## config.mk

```make
export PLATFORM = sky130hd
export DESIGN_NAME = enc_cw_buffer
export DESIGN_NICKNAME = d
export VERILOG_FILES = /design/src/rtl/enc_cw_buffer.sv
export SDC_FILE = /design/constraint.sdc
export NUM_CORES = 1
export LEC_CHECK = 0
export CORE_MARGIN = 1.5
export CORE_UTILIZATION = 27
export DETAILED_ROUTE_END_ITERATION = 10
export PLACE_DENSITY = 0.5
export SLEW_MARGIN = 20
export SYNTH_ARGS = -nofsm -noshare
export SYNTH_HDL_FRONTEND = slang
export SYNTH_SLANG_ARGS = --single-unit
```

## constraint.sdc

```tcl
create_clock -name clk -period 7.7 [get_ports clk]
set_input_delay 2.31 -clock clk [delete_from_list [all_inputs] [get_ports clk]]
set_output_delay 2.31 -clock clk [all_outputs]
set_load 0.005 [all_outputs]
```

## src/rtl/enc_cw_buffer.sv

```systemverilog
// ---------------------------------------------------------------------------
// enc_cw_buffer
//
// Double-buffered codeword assembly buffer for the RS encoder datapath.
// Message symbols arrive in IN_SYM-symbol beats into the write bank. Once the
// message is complete, the bank waits for the parity strobe, which latches the
// parity vector. Full banks are streamed out as OUT_SYM-symbol beats, message
// first and then parity. While one bank drains, the other can fill.
//
// Ports
//   clk        clock
//   rst_n      asynchronous active-low reset
//   clr        synchronous clear; overrides all other activity
//   in_valid   message beat valid
//   in_ready   message beat accepted when in_valid && in_ready
//   in_data    in_data[j] = message symbol beat*IN_SYM+j
//   par_valid  one-cycle parity-done strobe
//   par_data   parity vector; par_data[PAR_LEN-1] is transmitted first
//   out_valid  output beat valid
//   out_ready  output beat consumed when out_valid && out_ready
//   out_data   out_data[j] = codeword symbol beat*OUT_SYM+j
//   out_last   final beat of a codeword
//   par_err    one-cycle pulse after a par_valid that arrives outside WAIT_PAR
//
// Bank states
//   state       | meaning
//   ------------+-----------------------------------------------------
//   ST_EMPTY    | no data, free for the writer
//   ST_FILLING  | at least one message beat stored, message incomplete
//   ST_WAIT_PAR | message complete, waiting for the parity strobe
//   ST_FULL     | complete codeword, no beat sent yet
//   ST_DRAINING | complete codeword, at least one beat sent
// ---------------------------------------------------------------------------
module enc_cw_buffer #(
  parameter int SYM_W   = 8,
  parameter int IN_SYM  = 4,
  parameter int OUT_SYM = 8,
  parameter int MES_LEN = 32,
  parameter int PAR_LEN = 16
) (
  input  logic                             clk,
  input  logic                             rst_n,
  input  logic                             clr,
  input  logic                             in_valid,
  output logic                             in_ready,
  input  logic [IN_SYM-1:0][SYM_W-1:0]     in_data,
  input  logic                             par_valid,
  input  logic [PAR_LEN-1:0][SYM_W-1:0]    par_data,
  output logic                             out_valid,
  input  logic                             out_ready,
  output logic [OUT_SYM-1:0][SYM_W-1:0]    out_data,
  output logic                             out_last,
  output logic                             par_err
);

  localparam int CW_LEN    = MES_LEN + PAR_LEN;
  localparam int IN_BEATS  = MES_LEN / IN_SYM;
  localparam int OUT_BEATS = CW_LEN / OUT_SYM;
  localparam int IN_CW     = (IN_BEATS  > 1) ? $clog2(IN_BEATS)  : 1;
  localparam int OUT_CW    = (OUT_BEATS > 1) ? $clog2(OUT_BEATS) : 1;

  localparam logic [IN_CW-1:0]  IN_LAST  = IN_CW'(IN_BEATS - 1);
  localparam logic [OUT_CW-1:0] OUT_LAST = OUT_CW'(OUT_BEATS - 1);

  typedef enum logic [2:0] {
    ST_EMPTY    = 3'd0,
    ST_FILLING  = 3'd1,
    ST_WAIT_PAR = 3'd2,
    ST_FULL     = 3'd3,
    ST_DRAINING = 3'd4
  } bank_st_t;

  bank_st_t                        st [2];
  logic                            wp;
  logic                            rp;
  logic [IN_CW-1:0]                in_cnt;
  logic [OUT_CW-1:0]               out_cnt;
  logic [CW_LEN-1:0][SYM_W-1:0]    mem [2];

  logic in_fire;
  logic out_fire;
  logic par_load;

  // Handshake qualifiers are decoded from registered bank state only, so
  // neither ready nor valid has a combinational path from the other side.
  assign in_ready  = (st[wp] == ST_EMPTY) || (st[wp] == ST_FILLING);
  assign out_valid = (st[rp] == ST_FULL)  || (st[rp] == ST_DRAINING);
  assign out_last  = out_valid && (out_cnt == OUT_LAST);

  assign in_fire  = in_valid && in_ready;
  assign out_fire = out_valid && out_ready;
  assign par_load = par_valid && (st[wp] == ST_WAIT_PAR);

  always_comb begin
    out_data = '0;
    for (int b = 0; b < OUT_BEATS; b++) begin
      if (out_cnt == OUT_CW'(b)) begin
        for (int j = 0; j < OUT_SYM; j++) begin
          out_data[j] = mem[rp][b*OUT_SYM + j];
        end
      end
    end
  end

  // The write side only touches bank wp while it is EMPTY/FILLING/WAIT_PAR.
  // The read side only touches bank rp while it is FULL/DRAINING. The two
  // updates can therefore never target the same bank in one cycle, even when
  // wp == rp.
  always_ff @(posedge clk or negedge rst_n) begin
    if (!rst_n) begin
      st[0]   <= ST_EMPTY;
      st[1]   <= ST_EMPTY;
      wp      <= 1'b0;
      rp      <= 1'b0;
      in_cnt  <= '0;
      out_cnt <= '0;
      par_err <= 1'b0;
      mem[0]  <= '0;
      mem[1]  <= '0;
    end else if (clr) begin
      st[0]   <= ST_EMPTY;
      st[1]   <= ST_EMPTY;
      wp      <= 1'b0;
      rp      <= 1'b0;
      in_cnt  <= '0;
      out_cnt <= '0;
      par_err <= 1'b0;
      mem[0]  <= '0;
      mem[1]  <= '0;
    end else begin
      par_err <= par_valid && (st[wp] != ST_WAIT_PAR);

      if (in_fire) begin
        for (int b = 0; b < IN_BEATS; b++) begin
          if (in_cnt == IN_CW'(b)) begin
            for (int j = 0; j < IN_SYM; j++) begin
              mem[wp][b*IN_SYM + j] <= in_data[j];
            end
          end
        end
        if (in_cnt == IN_LAST) begin
          st[wp] <= ST_WAIT_PAR;
          in_cnt <= '0;
        end else begin
          st[wp] <= ST_FILLING;
          in_cnt <= in_cnt + IN_CW'(1);
        end
      end else if (par_load) begin
        // Highest-degree parity symbol lands first in the codeword.
        for (int p = 0; p < PAR_LEN; p++) begin
          mem[wp][MES_LEN + p] <= par_data[PAR_LEN-1-p];
        end
        st[wp] <= ST_FULL;
        wp     <= ~wp;
      end

      if (out_fire) begin
        if (out_cnt == OUT_LAST) begin
          st[rp]  <= ST_EMPTY;
          rp      <= ~rp;
          out_cnt <= '0;
        end else begin
          st[rp]  <= ST_DRAINING;
          out_cnt <= out_cnt + OUT_CW'(1);
        end
      end
    end
  end

endmodule

```

**Word-level counts from Yosys, hierarchy flattened**

Index checks and enable logic that the tools add are counted.

- Register bits: 783
- Output and inout bits: 68

- Add/subtract/negate cells: 2
- $lt $le $gt $ge: 4
- Equal/unequal tests: 18
- Mux-type cells: 208
- Bitwise gates (word level): 18
- Reductions and logical operators: 19

Operator list:

| cell | number |
|---|---|
| $bwmux W768 | 48 |
| $mux W768 | 25 |
| $demux W384 S1 | 48 |
| $mux W384 | 4 |
| $mux W64 | 7 |
| $mux W376 | 1 |
| $mux W368 | 1 |
| $mux W360 | 1 |
| $mux W352 | 1 |
| $mux W344 | 1 |
| $mux W336 | 1 |
| $mux W328 | 1 |
| $mux W320 | 1 |
| $mux W312 | 1 |
| $mux W304 | 1 |
| $mux W296 | 1 |
| $mux W288 | 1 |
| $mux W280 | 1 |
| $mux W272 | 1 |
| $mux W264 | 1 |
| $mux W256 | 1 |
| $mux W248 | 1 |
| $mux W240 | 1 |
| $mux W232 | 1 |
| other kinds (55) | 118 |

**Depth between registers and ports, before layout**

- Depth in word-level cells: 61
- Gate-level depth with buffers: 10
- Mapped depth without buffers: 6

**Worst setup path after synthesis**

OpenSTA, ideal clock, no wires.

- Kind: reg2out
- Start: reg out_cnt[0]
- End: out out_data[0] (netlist name)
- Arrival time: 2.282 ns
- Path slack: 3.108 ns
- Cell stages (with the launch flop): 10
- Cells stage by stage: dfrtp_1 -> clkbuf_1 -> buf_1 -> clkbuf_1 -> and2_1 -> ha_1 -> clkbuf_1 -> clkbuf_1 -> a21oi_1 -> o221ai_1

RTL lines:

| element | RTL line | text |
|---|---|---|
| start: declaration | 77 | `logic [OUT_CW-1:0] out_cnt;` |
| start signal: assignment | 164 | `out_cnt <= out_cnt + OUT_CW'(1);` |
| end: declaration | 51 | `output logic [OUT_SYM-1:0][SYM_W-1:0] out_data,` |

==> results_tabular.tex <==
\begin{tabular}{lr}
\hline
Metric & Value \\
\hline
\multicolumn{2}{l}{\textbf{Run status}} \\
Run status & complete, no violations \\
\multicolumn{2}{l}{\textbf{Clock tree}} \\
Cts bufs inserted & 86 \\
Clock transition at the registers of the reported paths & 0.07 ns \\
\# resized after CTS & 0 \\
\# clock sinks & 783 \\
Quantity of hold-fixing buffers added after cts & 0 \\
CTS root buffer & sky130\_fd\_sc\_hd\_\_clkbuf\_16 \\
CTS tree & yes \\
Clock latency on the worst-skew pair & 0.67 ns \\
Number of buffers between clock root and the deepest sink & 3 \\
Number of buffers inserted by post-CTS setup repair & 0 \\
Number of H-tree branching levels & 3 \\
\multicolumn{2}{l}{\textbf{Worst setup path}} \\
Endpoint of the most critical setup path & out\_data[62] \\
Top cell family by delay on the critical path & compound AO/OA/AOI/OAI gates \\
Largest fanout of any net on the critical path & 38 \\
Depth of the critical timing path with buffers and inverters included & 6 \\
Capture point of the worst reg-to-reg path & mem[484] \\
Kind of critical path & reg -> out \\
Type of origin of the critical path & register \\
Reg-to-reg setup timing slack & 4.41 ns \\
Crit path capture type & output port \\
Crit path largest cell delay & 0.88 ns \\
Data arrival, critical path & 4.46 ns \\
R2R cell count & 6 \\
Launch point of the critical path & out\_cnt[0] \\
Cell with the largest stage delay on the worst path & sky130\_fd\_sc\_hd\_\_or3b\_2 \\
Buffer and inverter count on the worst path & 2 \\
Data required time of the worst path & 5.39 ns \\
Source of the worst register-to-register timing path & wp \\
List of cells traversed by the critical path & or3b\_2 -> buf\_4 -> nor2\_1 -> o21ai\_0 -> o221ai\_1 -> clkdlybuf4s50\_1 \\
\multicolumn{2}{l}{\textbf{Pwr}} \\
Areal power density over the cells & 208 mW/mm\^{}2 \\
IR Drop Worst-Case VDD & 0.150 mV \\
Leakage & 17.6 nW \\
Combinational group share of total power & 6.6\% \\
Net load switching power & 2.25 mW \\
Clk network pwr share & 47.5\% \\
Internal Pwr Total & 6.83 mW \\
Portion of total power attributed to sequential cells & 45.9\% \\
Post-layout total power & 9.08 mW \\
Switching fraction of total power & 24.8\% \\
\multicolumn{2}{l}{\textbf{STA}} \\
RSZ-0062 raised after global routing & false \\
Final Skew & 0.0180 ns \\
Max\_slew headroom & 23.2\% \\
Worst Hold Margin & 0.478 ns \\
Slew Limit Fails & 0 \\
Fin Setup TNS & 0 ns \\
Worst Max-Slew Pin Slew & 1.15 ns \\
Final critical-path share of the clock period & 88.0\% \\
Final worst path period need & 6.77 ns \\
Hold Violations, Final & 0 \\
Number of setup violations in the final report & 0 \\
Max Freq & 148 MHz \\
Final critical-path setup slack & 0.928 ns \\
\multicolumn{2}{l}{\textbf{Route}} \\
Average vias per placed instance & 5.43 \\
Post-DRT Antenna Nets & 0 \\
Detailed Route WL & 155,000 um \\
Average wire per standard cell & 28.0 um \\
Initial DRT Pass Iterations & 5 \\
Via count & 30,000 \\
Count of unresolved DRC violations after routing & 0 \\
Drt first-iter violations & 3,173 \\
\multicolumn{2}{l}{\textbf{Logic synthesis}} \\
Fraction of registers with async set or reset after synthesis & 100\% \\
Synthesized flop and latch total & 783 \\
Gate Count Post-Synth & 3,631 \\
Count of warnings emitted by yosys & 0 \\
Adder-Cell Fraction of Synth Area & 0.239\% \\
Share of the synthesized netlist area taken by xor and xnor gates & 0\% \\
EDFF count, synth & 0 \\
Largest family of logic cells by synthesized area & compound AO/OA/AOI/OAI gates \\
Compound-Gate Fraction of Synth Area & 20.4\% \\
Fraction of the yosys area taken by sequential cells & 53.5\% \\
Ys flop type & sky130\_fd\_sc\_hd\_\_dfrtp\_1 \\
Count of distinct cell types in the synthesized netlist & 53 \\
Multiplexer fraction of the synthesized cell area & 10.8\% \\
Mapped cell area & 0.0366 sq mm \\
Mapped Avg Cell Area & 10.1 sq um \\
Syn Nets & 3,804 \\
Synth Area in Simple Gates & 11.0\% \\
\multicolumn{2}{l}{\textbf{Global route}} \\
Largest net degree at the start of global routing & 174 \\
Wire length of the first global-routing pass & 221,000 um \\
Via count of the first global-routing pass & 29,600 \\
Initial antenna violation count & 16 \\
Total global routing track utilization & 22.0\% \\
Gr ovfl total & 0 \\
\multicolumn{2}{l}{\textbf{Placed design}} \\
Half-perimeter wire length after detailed placement & 94,000 um \\
Global placer's final weighted congestion & 0.850 \\
Port buffer count & 233 \\
Placed Cells incl. Taps & 5,370 \\
Worst slack at placement & 1.68 ns \\
\multicolumn{2}{l}{\textbf{Die}} \\
Initial standard-cell utilization of the core & 27.3\% \\
IO Count & 234 \\
Full die area & 0.138 sq mm \\
\# rows & 134 \\
Height of the chip & 371 um \\
Placeable core region & 0.134 sq mm \\
Die outline width & 371 um \\
\multicolumn{2}{l}{\textbf{Cells and area}} \\
Final instance count without filler cells & 5,534 \\
Synthesis-to-layout area growth & 19.2\% \\
Number of nets at the end of the flow & 3,863 \\
Number of fillers in the final layout & 13,700 \\
Fraction of layout instances using a drive strength above 1 & 8.76\% \\
\multicolumn{2}{l}{\textbf{Job}} \\
Maxcap violations & 0 \\
\multicolumn{2}{l}{\textbf{Worst hold path}} \\
Worst min path class & reg -> reg \\
\hline
\end{tabular}
registers in the layout (all words and copies together) (netlist names):
register	cells
in_cnt	3
out_cnt	3
rp	1
st	6
par_err	1
mem	768
wp	1
power groups by stage:
stage	Combinational (mW)	Clock, mW	Sequential (mW)
3_3_place_gp	0.603	0	4.24
6_report	0.604	4.31	4.17
4_1_cts	0.605	4.36	4.17
3_5_place_dp	0.602	0	4.24
2_1_floorplan	0.188	0	4.23
5_1_grt	0.634	4.52	4.17
Yosys cell counts (4+ instances only):
cell | count | area (sq um)
sky130_fd_sc_hd__dfrtp_1 | 783 | 19600
sky130_fd_sc_hd__nand2_1 | 626 | 2350
sky130_fd_sc_hd__a21oi_1 | 372 | 1860
sky130_fd_sc_hd__a22o_1 | 348 | 3050
sky130_fd_sc_hd__mux2i_1 | 320 | 3200
sky130_fd_sc_hd__o21ai_0 | 272 | 1360
sky130_fd_sc_hd__clkbuf_1 | 238 | 893
sky130_fd_sc_hd__nor2_1 | 207 | 777
sky130_fd_sc_hd__buf_2 | 69 | 345
sky130_fd_sc_hd__mux2_2 | 66 | 743
sky130_fd_sc_hd__a21boi_0 | 64 | 480
sky130_fd_sc_hd__o221ai_1 | 64 | 561
sky130_fd_sc_hd__nand3_1 | 59 | 295
sky130_fd_sc_hd__nor2b_1 | 30 | 188
sky130_fd_sc_hd__buf_1 | 21 | 78.8
sky130_fd_sc_hd__buf_6 | 10 | 113
sky130_fd_sc_hd__inv_1 | 8 | 30.0
sky130_fd_sc_hd__ha_1 | 7 | 87.6
sky130_fd_sc_hd__and2_1 | 5 | 31.3
sky130_fd_sc_hd__and3_1 | 5 | 31.3
sky130_fd_sc_hd__buf_4 | 5 | 37.5
sky130_fd_sc_hd__a31oi_1 | 4 | 25.0
logic make-up (layout without fill, tap and decap cells):
group                      count (synthesis)  after routing
muxes                                    386            386
AOI/OAI and AO/OA                       1139           1139
other                                      0              9
and+or+nand+nor                          965            965
DFF                                      783            783
adders and majority gates                  7              7
buffers and inverters                    351            477
worst min-delay path, stage by stage (launching register included):
cell and delay, ns:
sky130_fd_sc_hd__dfrtp_1 0.34, sky130_fd_sc_hd__nand2_1 0.04, sky130_fd_sc_hd__o21ai_0 0.06
metrics by stage:
stage                     cell area (sq um)  util [%]
final                                 43600      32.6
after detailed placement              40700      30.4
after CTS                             43600      32.6
after global placement                40700      30.4
after global routing                  43600      32.6
after floorplan                       36600         -
how the worst min path moves through the flow:
stage,from,to,slack [ns],depth (start not counted)
after floorplan,mem[192],mem[192],0.44,2
after global placement,mem[214],mem[214],0.46,2
after detailed placement,mem[208],mem[208],0.47,2
after CTS,mem[209],mem[209],0.48,2
after global routing,mem[46],mem[46],0.49,2
final,mem[14],mem[14],0.48,2
final cells by class:
cell class / count / area, sq um / share of cell area [%]
flip-flops and latches: 783 / 19600 / 44.9
inverters: 8 / 30.0 / 0.0688
multi-input cells: 2497 / 15700 / 36.1
repair buffers: 314 / 3150 / 7.22
clock buffers: 129 / 2570 / 5.88
well taps: 1768 / 2210 / 5.07
clock inverters: 26 / 305 / 0.700
diodes: 9 / 22.5 / 0.0516
cell usage in the layout, fill, tap and decap left out, types with 20 or more instances in the layout:
cell                              count
sky130_fd_sc_hd__clkdlybuf4s50_1    231
sky130_fd_sc_hd__mux2_2              66
sky130_fd_sc_hd__o221ai_1            64
sky130_fd_sc_hd__nand3_1             58
sky130_fd_sc_hd__clkbuf_8            21
sky130_fd_sc_hd__nor2b_1             30
sky130_fd_sc_hd__mux2i_1            320
sky130_fd_sc_hd__dfrtp_1            780
sky130_fd_sc_hd__a21boi_0            64
sky130_fd_sc_hd__o21ai_0            272
sky130_fd_sc_hd__buf_4               64
sky130_fd_sc_hd__nor2_1             205
sky130_fd_sc_hd__clkbuf_16           88
sky130_fd_sc_hd__clkbuf_1            20
sky130_fd_sc_hd__nand2_1            625
sky130_fd_sc_hd__a21oi_1            363
sky130_fd_sc_hd__a22o_1             348
per-layer routing:
metal / vias up / wire length, um / share of wire, % / global-route usage, %
li1: 13000 / - / - / -
met1: 15600 / 68400 / 44 / 30.6
met2: 1160 / 69900 / 45 / 33.8
met3: 258 / 10600 / 6.8 / 4.12
met4: 8 / 5820 / 3.8 / 8.42
met5: - / 56 / 0.036 / 0
No activity file was read; power rests on OpenSTA's default activity.
